`config.mk`:
```
export PLATFORM = sky130hd
export DESIGN_NAME = cvw_arch_verif_monitor
export DESIGN_NICKNAME = d
export VERILOG_FILES = /design/src/rtl/cvw_arch_verif_monitor.sv
export SDC_FILE = /design/constraint.sdc
export NUM_CORES = 1
export LEC_CHECK = 0
export CAP_MARGIN = 20
export CORE_MARGIN = 10
export CORE_UTILIZATION = 47
export DETAILED_ROUTE_END_ITERATION = 8
export PLACE_DENSITY = 0.92
export SYNTH_ARGS = -nofsm -noshare
export SYNTH_HDL_FRONTEND = slang
export SYNTH_SLANG_ARGS = --single-unit
export TNS_END_PERCENT = 30
```
`constraint.sdc`:
```
create_clock -name clk -period 3.05 [get_ports clk]
set_input_delay 0.4575 -clock clk [delete_from_list [all_inputs] [get_ports clk]]
set_output_delay 0.4575 -clock clk [all_outputs]
set_load 0.02 [all_outputs]
```
`src/rtl/cvw_arch_verif_monitor.sv`:
```
`default_nettype none
// ============================================================================
// Module   : cvw_arch_verif_monitor
// Function : RVVI single-retire functional-coverage monitor (counters, hit
//            bitmaps, sticky trace-consistency flags). Optional FP register
//            coverage when COVER_FP_EN is defined.
// Revision : 1.0  initial release
// ============================================================================
module cvw_arch_verif_monitor #(
    parameter int XLEN  = 64,
    parameter int CNT_W = 32
) (
    input  logic             clk,
    input  logic             reset_n,
    input  logic             valid,
    input  logic [63:0]      order,
    input  logic [31:0]      insn,
    input  logic             trap,
    input  logic             debug_mode,
    input  logic [XLEN-1:0]  pc_rdata,
    input  logic [1:0]       mode,
    input  logic             m_ext_intr,
    input  logic             s_ext_intr,
    input  logic             m_timer_intr,
    input  logic             m_soft_intr,
    input  logic [31:0]      x_wb,
    input  logic [31:0]      f_wb,
    input  logic             csr_wb,
    input  logic [11:0]      csr_addr,
    input  logic             clear,
    output logic [CNT_W-1:0] retired_cnt,
    output logic [CNT_W-1:0] trap_cnt,
    output logic [CNT_W-1:0] intr_cnt,
    output logic [CNT_W-1:0] csr_wr_cnt,
    output logic [31:0]      opcode_hit,
    output logic [2:0]       c_quad_hit,
    output logic [3:0]       mode_hit,
    output logic [31:0]      xrd_hit,
    output logic [31:0]      frd_hit,
    output logic             csr_mstatus_hit,
    output logic             order_err,
    output logic             pc_err,
    output logic             mode_err
);

    localparam logic [11:0]      C_MSTATUS = 12'h300;
    localparam logic [CNT_W-1:0] C_CNT_ONE = {{(CNT_W-1){1'b0}}, 1'b1};

    logic [CNT_W-1:0] retired_q, retired_d, trap_q, trap_d;
    logic [CNT_W-1:0] intr_q, intr_d, csr_q, csr_d;
    logic [31:0]      opcode_q, opcode_d, xrd_q, xrd_d;
    logic [2:0]       cquad_q, cquad_d;
    logic [3:0]       mode_q, mode_d;
    logic             mst_q, mst_d, oerr_q, oerr_d, perr_q, perr_d, merr_q, merr_d;
    logic             seen_q, seen_d;
    logic [63:0]      prev_order_q, prev_order_d;
    logic             w_any_intr;
    logic             w_cover;
    logic             w_unused;

    function automatic logic [CNT_W-1:0] sat_inc(input logic [CNT_W-1:0] v);
        return (&v) ? v : v + C_CNT_ONE;
    endfunction

    assign w_any_intr = m_ext_intr | s_ext_intr | m_timer_intr | m_soft_intr;
    assign w_cover    = valid & ~trap & ~debug_mode;

    always_comb begin
        retired_d    = retired_q;
        trap_d       = trap_q;
        intr_d       = intr_q;
        csr_d        = csr_q;
        opcode_d     = opcode_q;
        xrd_d        = xrd_q;
        cquad_d      = cquad_q;
        mode_d       = mode_q;
        mst_d        = mst_q;
        oerr_d       = oerr_q;
        perr_d       = perr_q;
        merr_d       = merr_q;
        seen_d       = seen_q;
        prev_order_d = prev_order_q;
        if (clear) begin
            // A sample arriving alongside clear is dropped entirely.
            retired_d    = '0;
            trap_d       = '0;
            intr_d       = '0;
            csr_d        = '0;
            opcode_d     = '0;
            xrd_d        = '0;
            cquad_d      = '0;
            mode_d       = '0;
            mst_d        = 1'b0;
            oerr_d       = 1'b0;
            perr_d       = 1'b0;
            merr_d       = 1'b0;
            seen_d       = 1'b0;
            prev_order_d = '0;
        end else if (valid) begin
            mode_d = mode_q | (4'b0001 << mode);
            if (mode == 2'd2)   merr_d = 1'b1;
            if (pc_rdata[0])    perr_d = 1'b1;
            if (seen_q && (order != prev_order_q + 64'd1)) oerr_d = 1'b1;
            seen_d       = 1'b1;
            prev_order_d = order;
            if (trap) begin
                trap_d = sat_inc(trap_q);
                if (w_any_intr) intr_d = sat_inc(intr_q);
            end else begin
                retired_d = sat_inc(retired_q);
                if (!debug_mode) begin
                    if (insn[1:0] == 2'b11) opcode_d = opcode_q | (32'd1 << insn[6:2]);
                    else                    cquad_d  = cquad_q | (3'b001 << insn[1:0]);
                    xrd_d = xrd_q | x_wb;
                    if (csr_wb) begin
                        csr_d = sat_inc(csr_q);
                        if (csr_addr == C_MSTATUS) mst_d = 1'b1;
                    end
                end
            end
        end
    end

    always_ff @(posedge clk or negedge reset_n) begin
        if (!reset_n) begin
            retired_q    <= '0;
            trap_q       <= '0;
            intr_q       <= '0;
            csr_q        <= '0;
            opcode_q     <= '0;
            xrd_q        <= '0;
            cquad_q      <= '0;
            mode_q       <= '0;
            mst_q        <= 1'b0;
            oerr_q       <= 1'b0;
            perr_q       <= 1'b0;
            merr_q       <= 1'b0;
            seen_q       <= 1'b0;
            prev_order_q <= '0;
        end else begin
            retired_q    <= retired_d;
            trap_q       <= trap_d;
            intr_q       <= intr_d;
            csr_q        <= csr_d;
            opcode_q     <= opcode_d;
            xrd_q        <= xrd_d;
            cquad_q      <= cquad_d;
            mode_q       <= mode_d;
            mst_q        <= mst_d;
            oerr_q       <= oerr_d;
            perr_q       <= perr_d;
            merr_q       <= merr_d;
            seen_q       <= seen_d;
            prev_order_q <= prev_order_d;
        end
    end

`ifdef COVER_FP_EN
    logic [31:0] frd_q, frd_d;

    always_comb begin
        frd_d = frd_q;
        if (clear)        frd_d = '0;
        else if (w_cover) frd_d = frd_q | f_wb;
    end

    always_ff @(posedge clk or negedge reset_n) begin
        if (!reset_n) frd_q <= '0;
        else          frd_q <= frd_d;
    end

    assign frd_hit  = frd_q;
    assign w_unused = ^{insn[31:7], pc_rdata[XLEN-1:1]};
`else
    assign frd_hit  = '0;
    assign w_unused = ^{insn[31:7], pc_rdata[XLEN-1:1], f_wb, w_cover};
`endif

    assign retired_cnt     = retired_q;
    assign trap_cnt        = trap_q;
    assign intr_cnt        = intr_q;
    assign csr_wr_cnt      = csr_q;
    assign opcode_hit      = opcode_q;
    assign c_quad_hit      = cquad_q;
    assign mode_hit        = mode_q;
    assign xrd_hit         = xrd_q;
    assign csr_mstatus_hit = mst_q;
    assign order_err       = oerr_q;
    assign pc_err          = perr_q;
    assign mode_err        = merr_q;

endmodule
`default_nettype wire

```
==> results of run 1 <==
## routing by layer
layer | vias to the layer above | routed length, um | track usage [%] | share of wire, %
li1 | 6110 | - | - | -
met1 | 6612 | 19180 | 29.19 | 39
met2 | 561 | 23810 | 40.93 | 48
met3 | 104 | 4702 | 8.576 | 9.5
met4 | 2 | 1826 | 8.880 | 3.7
met5 | - | 13 | 0 | 0.026
## logic make-up after synthesis
family          count (synthesis)  synth area share (%)
xor+xnor                      194                 11.71
simple gates                  718                 24.62
compound gates                179                 7.890
other cells                     1               0.02584
flops                         268                 46.22
fa+ha+maj                       5                0.4311
mux                            74                 5.113
buf+inv                       115                 3.992
## synth_stat cells (14+ instances only)
cell type,number
clkbuf_1,46
nor4_1,20
mux2i_1,73
and4_1,14
xnor2_1,83
or3_1,17
nand2_1,87
nor2_1,322
a21oi_1,90
buf_4,32
nor3_1,23
o21ai_0,23
xor2_1,111
and3_1,33
nand3_1,65
inv_1,18
dfrtp_1,268
nand4_1,76
## worst paths after layout
check,from,to,cells after the start
max in group asynchronous,reset_n,prev_order_q[25],3
worst min-delay path,clear,csr_wr_cnt[18],3
min in group asynchronous,reset_n,trap_cnt[19],2
worst min register to register,xrd_hit[24],xrd_hit[24],2
worst max-delay path,prev_order_q[0],order_err,10
worst max register to register,prev_order_q[0],order_err,10
## metrics by stage
stage | hold WS [ns] | utilization [%] | cell area, um^2
after CTS | 0.3801 | 64.09 | 19550
after global routing | 0.3976 | 64.13 | 19570
after global placement | 0.4749 | 60.78 | 18540
final | 0.4152 | 64.13 | 19570
after detailed placement | 0.4805 | 60.78 | 18540
after floorplan | 0.1619 | - | 14630
## sequential cells by signal (all words and copies together) (netlist names)
signal           count
c_quad_hit           3
csr_mstatus_hit      1
csr_wr_cnt          32
intr_cnt            32
mode_err             1
mode_hit             4
opcode_hit          32
order_err            1
pc_err               1
prev_order_q        64
retired_cnt         32
seen_q               1
trap_cnt            32
xrd_hit             32
## layout make-up
| type | count | area, um^2 |
|---|---|---|
| antenna | 1 | 2.502 |
| clock buffer | 47 | 914.6 |
| clock inverter | 7 | 85.08 |
| fill | 2253 | 10940 |
| inverter | 18 | 67.56 |
| multi-input combinational | 1202 | 7353 |
| sequential | 268 | 6706 |
| tap | 396 | 495.5 |
| timing repair buffer | 410 | 3940 |
## where the power goes
group / switching [W] / total [W] / internal [W] / leakage [nW]
clock network: 0.00150 / 0.00363 / 0.00213 / 0.495
logic: 0.000554 / 0.000979 / 0.000425 / 4.04
registers: 0.0000843 / 0.00372 / 0.00363 / 3.68
## cells in the final DEF (no fill, tap or decap), drive strengths merged, types with 33 or more instances in the layout
master         synthesis  layout
clkdlybuf4s50          0     328
clkbuf                47      48
buf                   50      80
and3                  33      33
xnor2                 83      83
nand3                 70      70
nor2                 323     323
a21oi                 90      90
xor2                 111     111
nand4                 78      78
nand2                 88      88
mux2i                 73      73
dfrtp                268     268
## critical path, stage by stage (launching register included)
cell	delay [ns]
dfrtp_1	0.47
ha_2	0.27
nand4_1	0.21
nor4_1	0.32
nand4_1	0.14
buf_4	0.20
or3_1	0.31
a221o_1	0.36
nor4_2	0.19
and4_1	0.22
a31oi_1	0.08
## timing repair
action	CTS	global route
endpoints found under the setup margin	0	1
hold buffers	1	0
resized for setup	0	4
hold endpoints to repair	77	0
setup buffers	0	0
==> metrics.md, run 1 <==
| Metric | Value |
|---|---|
| Syn. warnings | 0 |
| WL final | 49.54 mm |
| Final Hold Fails | 0 |
| Slew headroom | 44.60% |
| Top FF cell, synth | dfrtp_1 |
| DRC Markers | 0 |
| CTS sink cnt | 268 |
| Ports | 484 |
| Clk_skew | 0.03732 ns |
| Clk_lat worst skew | 0.59 ns |
| Syn Area/Cell | 9.337 um^2 |
| Number of vias per cell | 5.700 |
| Period Utilization, post-route | 94.68% |
| Synth area leader | dfrtp_1 |
| Max cap viols | 0 |
| Sequential share of the synthesized area | 46.22% |
| Power Total | 0.008328 W |
| Share of the synthesized area in the top cell type | 46.22% |
| Cell area power density | 425.7 nW/um^2 |
| Slew Limit Fails | 0 |
| Distinct cells, synth | 78 |
| R2r setup slk | 0.16 ns |
| Global-route wire length before repair | 77.58 mm |
| Iteration-0 DRC Markers | 954 |
| Die width | 195.7 um |
| Slew @ Worst Pin | 0.8310 ns |
| Per-cell routed wire length | 21.09 um |
| Clock Path Buffers | 3 |
| Crit path max fanout | 6 |
| Hpwl dp | 36.68 mm |
| Synth Instances | 1554 |
| Register bit total from synthesis | 268 |
| Cts bufs inserted | 30 |
| Antenna violations before repair | 2 |
| Status | finished, final reports clean |
| Number of synthesized flops with an enable pin | 0 |
| 1st-pass router iterations | 5 |
| FP Rows | 64 |
| Die Y | 195.7 um |
| Largest net degree at the start of global routing | 83 |
| Vias | 13390 |
| WS Path Type | reg -> reg |
| Post-route setup slack | 0.1622 ns |
| CP startpoint kind | flop |
| Area delta synth->final | 34.84% |
| Starting Density | 47.56% |
| Clock root buffer | clkbuf_16 |
| Setup TNS | 0 ns |
| Placeable Area | 30510 um^2 |
| Fin crit period | 2.888 ns |
| Cell area after synthesis | 14510 um^2 |
| Ys async rst share | 100.0% |
| CP Capture Type | flop |
| Final Setup Violations | 0 |
| Vias in the first global route | 13950 |
| Total die area | 38300 um^2 |
| Share of post-route cells with drive strength above 1 | 8.658% |
| Max VDD drop | 493.3 uV |
| RSZ-0062 raised after global routing | false |
| Reg clk slew, reported paths | 0.06 ns |
| GP Congestion | 0.9899 |
| Synth top area cells | dfrtp_1 46%, nor2_1 8.3%, xor2_1 6.7% |
| # port buffers | 331 |
| Pre-CTS WS | 0.1603 ns |
| CTS H-tree depth | 1 |
| GRT Total Usage | 24.73% |
| TritonCTS clock tree | done |
| Final net count | 2184 |
| Final ANT Viol Nets | 0 |
| Arrival @ worst endpoint | 3.33 ns |
| Worst Hold Class | in -> reg |
| Final Non-Filler Cells | 2349 |
| Grt ovf | 0 |
| Placed cells | 2293 |
| Lkg Pwr | 8.224 nW |
| FMAX | 346.3 MHz |
| CP required | 3.49 ns |
No activity file was read; power rests on OpenSTA's default activity.
==> run 2, diff against run 1 <==
--- a/config.mk
+++ b/config.mk
@@ -9,6 +9,7 @@
 export CORE_MARGIN = 10
 export CORE_UTILIZATION = 47
 export DETAILED_ROUTE_END_ITERATION = 8
+export GPL_TIMING_DRIVEN = 0
 export PLACE_DENSITY = 0.92
 export SYNTH_ARGS = -nofsm -noshare
 export SYNTH_HDL_FRONTEND = slang
==> metrics.md, run 2 (synthesized netlist as in run 1, its figures left out) <==
| Metric | Value |
|---|---|
| Slew @ Worst Pin | 0.9264 ns |
| Largest net degree at the start of global routing | 119 |
| Hpwl dp | 38.13 mm |
| Finished layout cell area | 19650 um^2 |
| Crit path max fanout | 8 |
| CP required | 3.47 ns |
| Vias in the first global route | 13940 |
| Most frequent cells in the layout | 329 x clkdlybuf4s50_1, 321 x nor2_1, 268 x dfrtp_1, 111 x xor2_1, 90 x a21oi_1 |
| Crit-path cells | clkbuf_2 > nand3_4 > nor4_4 > nand3_2 > or4_1 > a221o_1 > nor4_2 > and4_1 > a31oi_1 |
| Final Setup Violations | 1 |
| Pre-CTS WS | -0.4838 ns |
| DRC Markers | 0 |
| Cell area power density | 432.9 nW/um^2 |
| Power Total | 0.008505 W |
| Cts bufs inserted | 31 |
| CTS H-tree depth | 1 |
| Die width | 195.7 um |
| Stages on the worst setup path | 9 |
| Arrival @ worst endpoint | 3.48 ns |
| Most flop-heavy register | prev_order_q |
| Number of flip-flops in the largest register | 64 |
| Worst Hold Class | in -> async |
| Global-route wire length before repair | 78.36 mm |
| 1st-pass router iterations | 7 |
| Fin crit period | 3.054 ns |
| Starting Density | 47.56% |
| Clock Path Buffers | 3 |
| Slew Limit Fails | 0 |
| Grt ovf | 0 |
| Utilization after layout | 64.40% |
| Placed inst area | 18490 um^2 |
| CP Capture Type | flop |
| Slowest cell delay on critical path | 0.62 ns |
| Most common cell after layout, fill and taps aside | clkdlybuf4s50_1 |
| Post-route setup slack | -0.003850 ns |
| Worst hold margin | 0.3756 ns |
| FP Rows | 64 |
| CP delay by family, top | simple AND/OR/NAND/NOR gates |
| TritonCTS clock tree | done |
| Share of post-route cells with drive strength above 1 | 7.490% |
| Die Y | 195.7 um |
| Antenna violations before repair | 3 |
| Worst r2r path cells | 9 |
| RSZ-0062 raised after global routing | true |
| CTS sink cnt | 268 |
| Filler instances | 2298 |
| Ports | 484 |
| Clock root buffer | clkbuf_16 |
| Area delta synth->final | 35.41% |
| GRT Total Usage | 25.22% |
| Crit path buf inv count | 1 |
| Status | finished with violations |
| Slew headroom | 37.77% |
| # port buffers | 330 |
| Per-cell routed wire length | 21.07 um |
| Max VDD drop | 483.2 uV |
| Failing checks | negative setup slack |
| Final net count | 2206 |
| Clk_skew | 0.01851 ns |
| Period Utilization, post-route | 100.1% |
| Final ANT Viol Nets | 0 |
| Max cap viols | 0 |
| Total die area | 38300 um^2 |
| Placeable Area | 30510 um^2 |
| Lkg Pwr | 8.233 nW |
| Reg clk slew, reported paths | 0.06 ns |
| WS Path Type | reg -> reg |
| WL final | 50.02 mm |
| Number of vias per cell | 5.679 |
| FMAX | 327.5 MHz |
| CP startpoint kind | flop |
| Vias | 13480 |
| GP Congestion | 0.9463 |
| Clk_lat worst skew | 0.57 ns |
| Final Hold Fails | 0 |
| Worst path slowest cell | or4_1 |
| Iteration-0 DRC Markers | 989 |
run 2: worst paths after layout:
check / start / end / slack (ns)
max: prev_order_q[20] / order_err / -0.004
min in group clk: x_wb[25] / xrd_hit[25] / 0.49
max in group asynchronous: reset_n / retired_cnt[10] / 1.75
max reg2reg: prev_order_q[20] / order_err / -0.004
min reg2reg: mode_hit[1] / mode_hit[1] / 0.49
min: reset_n / trap_cnt[9] / 0.38
run 2: report_power, final:
part	switching (W)	internal [W]	leakage, nW
Combinational	0.000558	0.000427	4.03
Sequential	0.0000969	0.00363	3.68
Clock	0.00154	0.00226	0.522
Total	0.00219	0.00631	8.23
run 2: area by class of cell:
| type | instances | area (um^2) | area share, % |
|---|---|---|---|
| buffer | 95 | 504.2 | 2.566 |
| clock buffer | 44 | 914.6 | 4.655 |
| antenna | 2 | 5.005 | 0.02547 |
| sequential | 268 | 6706 | 34.13 |
| inverter | 18 | 67.56 | 0.3439 |
| multi-input combinational | 1202 | 7421 | 37.77 |
| timing repair buffer | 336 | 3396 | 17.28 |
| clock inverter | 13 | 138.9 | 0.7068 |
| tap | 396 | 495.5 | 2.522 |
run 2: per-stage QoR:
step / TNS (ns) / std cells
after floorplan: 0 / 1585
after global placement: -2617.17 / 2311
after detailed placement: -10.55 / 2313
after CTS: 0 / 2371
after global routing: -0.2238 / 2374
final: -0.003850 / 2374
run 2: metal layers:
layer / up-vias / track usage (%) / part of all wire (%)
li1: 6157 / - / -
met1: 6566 / 28.50 / 37
met2: 634 / 42.65 / 49
met3: 122 / 8.849 / 10
met4: 2 / 10.21 / 4.1
met5: - / 0 / 0.040
run 2: what timing repair did:
action                     4_1_cts  5_1_grt
buffers inserted                 2        1
resized for setup                9        4
setup endpoints to repair        1       19
hold endpoints to repair        35        0
hold buffers                     1        0
cloned                           0        0
pin swaps                        2        1
==> run 3, diff against run 2 <==
--- a/config.mk
+++ b/config.mk
@@ -6,11 +6,11 @@
 export NUM_CORES = 1
 export LEC_CHECK = 0
 export CAP_MARGIN = 20
-export CORE_MARGIN = 10
-export CORE_UTILIZATION = 47
+export CORE_AREA = 2 2 190 192
 export DETAILED_ROUTE_END_ITERATION = 8
+export DIE_AREA = 0 0 192 194
 export GPL_TIMING_DRIVEN = 0
-export PLACE_DENSITY = 0.92
+export PLACE_DENSITY = 0.83
 export SYNTH_ARGS = -nofsm -noshare
 export SYNTH_HDL_FRONTEND = slang
 export SYNTH_SLANG_ARGS = --single-unit
==> metrics.md, run 3 (synthesized netlist as in run 1, its figures left out) <==
| Metric | Value |
|---|---|
| 1st-pass router iterations | 5 |
| CP Capture Type | flop |
| Max cap viols | 0 |
| GRT Total Usage | 24.71% |
| Fin crit period | 3.075 ns |
| GP Congestion | 0.9609 |
| CP startpoint kind | flop |
| Hpwl dp | 35.05 mm |
| Slew headroom | 35.72% |
| Global-route wire length before repair | 73.24 mm |
| Post-route setup slack | -0.02539 ns |
| Reg clk slew, reported paths | 0.06 ns |
| Worst r2r path cells | 10 |
| Number of flip-flops in the largest register | 64 |
| Final ANT Viol Nets | 0 |
| Arrival @ worst endpoint | 3.49 ns |
| Reg2reg end | order_err |
| Total die area | 37250 um^2 |
| Crit path buf inv count | 2 |
| Final Non-Filler Cells | 2441 |
| Final Setup Violations | 1 |
| CTS sink cnt | 268 |
| Number of vias per cell | 5.451 |
| Per-cell routed wire length | 19.26 um |
| Met3 WL | 4.180 mm |
| Setup TNS | -0.02539 ns |
| Failing checks | negative setup slack |
| Most common cell after layout, fill and taps aside | clkdlybuf4s50_1 |
| Crit-path cells | clkbuf_2 > nand3_1 > nor4_4 > buf_4 > nand3_2 > or4_1 > a221o_1 > nor4_2 > and4_1 > a31oi_1 |
| Share of post-route cells with drive strength above 1 | 7.475% |
| Top sig layer | met4 |
| WL final | 47.02 mm |
| Lkg Pwr | 8.244 nW |
| Vias in the first global route | 13280 |
| Cts bufs inserted | 30 |
| DRC Markers | 0 |
| Crit path max fanout | 9 |
| Met1 WL | 18.54 mm |
| Grt ovf | 0 |
| CTS H-tree depth | 1 |
| Final net count | 2211 |
| Pre-CTS WS | -0.7013 ns |
| TritonCTS clock tree | done |
| Status | finished with violations |
| Period Utilization, post-route | 100.8% |
| Most frequent cells in the layout | 329 x clkdlybuf4s50_1, 321 x nor2_1, 268 x dfrtp_1, 111 x xor2_1, 90 x a21oi_1 |
| # port buffers | 330 |
| Slew @ Worst Pin | 0.9641 ns |
| Worst flop-to-flop path startpoint | prev_order_q[20] |
| Routed wl met2 | 22.36 mm |
| Final Hold Fails | 0 |
| R2r setup slk | -0.03 ns |
| Worst Hold Class | in -> async |
| Area of the multi-input gates | 7416 um^2 |
| Cell area power density | 428.9 nW/um^2 |
| Antenna violations before repair | 0 |
| Placeable Area | 35220 um^2 |
| Area delta synth->final | 36.00% |
| Starting Density | 41.19% |
| FP Rows | 69 |
| Placed cells | 2378 |
| Filler instances | 3091 |
| Clk_skew | 0.01114 ns |
| Antenna Cells | 0 |
| Die width | 192 um |
| Iteration-0 DRC Markers | 792 |
| WS Path Type | reg -> reg |
| Worst hold margin | 0.4159 ns |
| FMAX | 325.2 MHz |
| Slowest cell delay on critical path | 0.61 ns |
| Clock Path Buffers | 3 |
| Max VDD drop | 422.7 uV |
| Slew Limit Fails | 0 |
| Reg area | 6706 um^2 |
| Clk_lat worst skew | 0.56 ns |
| Die Y | 194 um |
| Most flop-heavy register | prev_order_q |
| CP delay by family, top | simple AND/OR/NAND/NOR gates |
| Worst path slowest cell | or4_1 |
| CP required | 3.46 ns |
| Ports | 484 |
| Clock root buffer | clkbuf_16 |
| RSZ-0062 raised after global routing | true |
| Largest net degree at the start of global routing | 125 |
| Vias | 13310 |
run 3: final cells by class:
cell class	count	area share, %
Buffer	97	2.593
Clock buffer	47	4.743
Clock inverter	8	0.4755
Inverter	18	0.3424
Multi-Input combinational cell	1202	37.58
Sequential cell	268	33.98
Tap cell	461	2.923
Timing Repair Buffer	340	17.36
run 3: timing repair:
item                                    CTS  global route
buffers inserted                          0             7
hold endpoints to repair                 46             0
endpoints found under the setup margin   14            17
gates resized for setup                   7             7
pin swaps                                 0             2
hold buffers                              1             0
run 3: worst max path at each step:
| stage | startpoint | endpoint | slack (ns) | cells after the start |
|---|---|---|---|---|
| 2_1_floorplan | prev_order_q[0] | order_err | 0.44 | 10 |
| 3_3_place_gp | reset_n | opcode_hit[24] | -9.95 | 1 |
| 3_5_place_dp | trap | csr_wr_cnt[19] | -0.70 | 9 |
| 4_1_cts | prev_order_q[35] | order_err | -0.1 | 8 |
| 5_1_grt | prev_order_q[8] | order_err | -0.17 | 9 |
| 6_report | prev_order_q[20] | order_err | -0.03 | 10 |
run 3: power by group:
part	internal, W	switching [W]
Sequential	0.00363	0.0000913
Clock	0.00226	0.00149
Combinational	0.000428	0.000564
run 3: stage by stage:
stage	cell area (um^2)	power [W]	util [%]
floorplan	14630	0.004262	-
global placement	18510	0.004733	52.54
detailed placement	18570	0.004759	52.71
CTS	19640	0.008531	55.75
global route	19730	0.008778	56.02
finish	19730	0.008464	56.02
run 3: metal layers:
layer	track usage, %	vias to the layer above
li1	-	6173
met2	40.97	566
met4	9.839	0
met3	6.552	125
met1	30.57	6442
met5	0	-
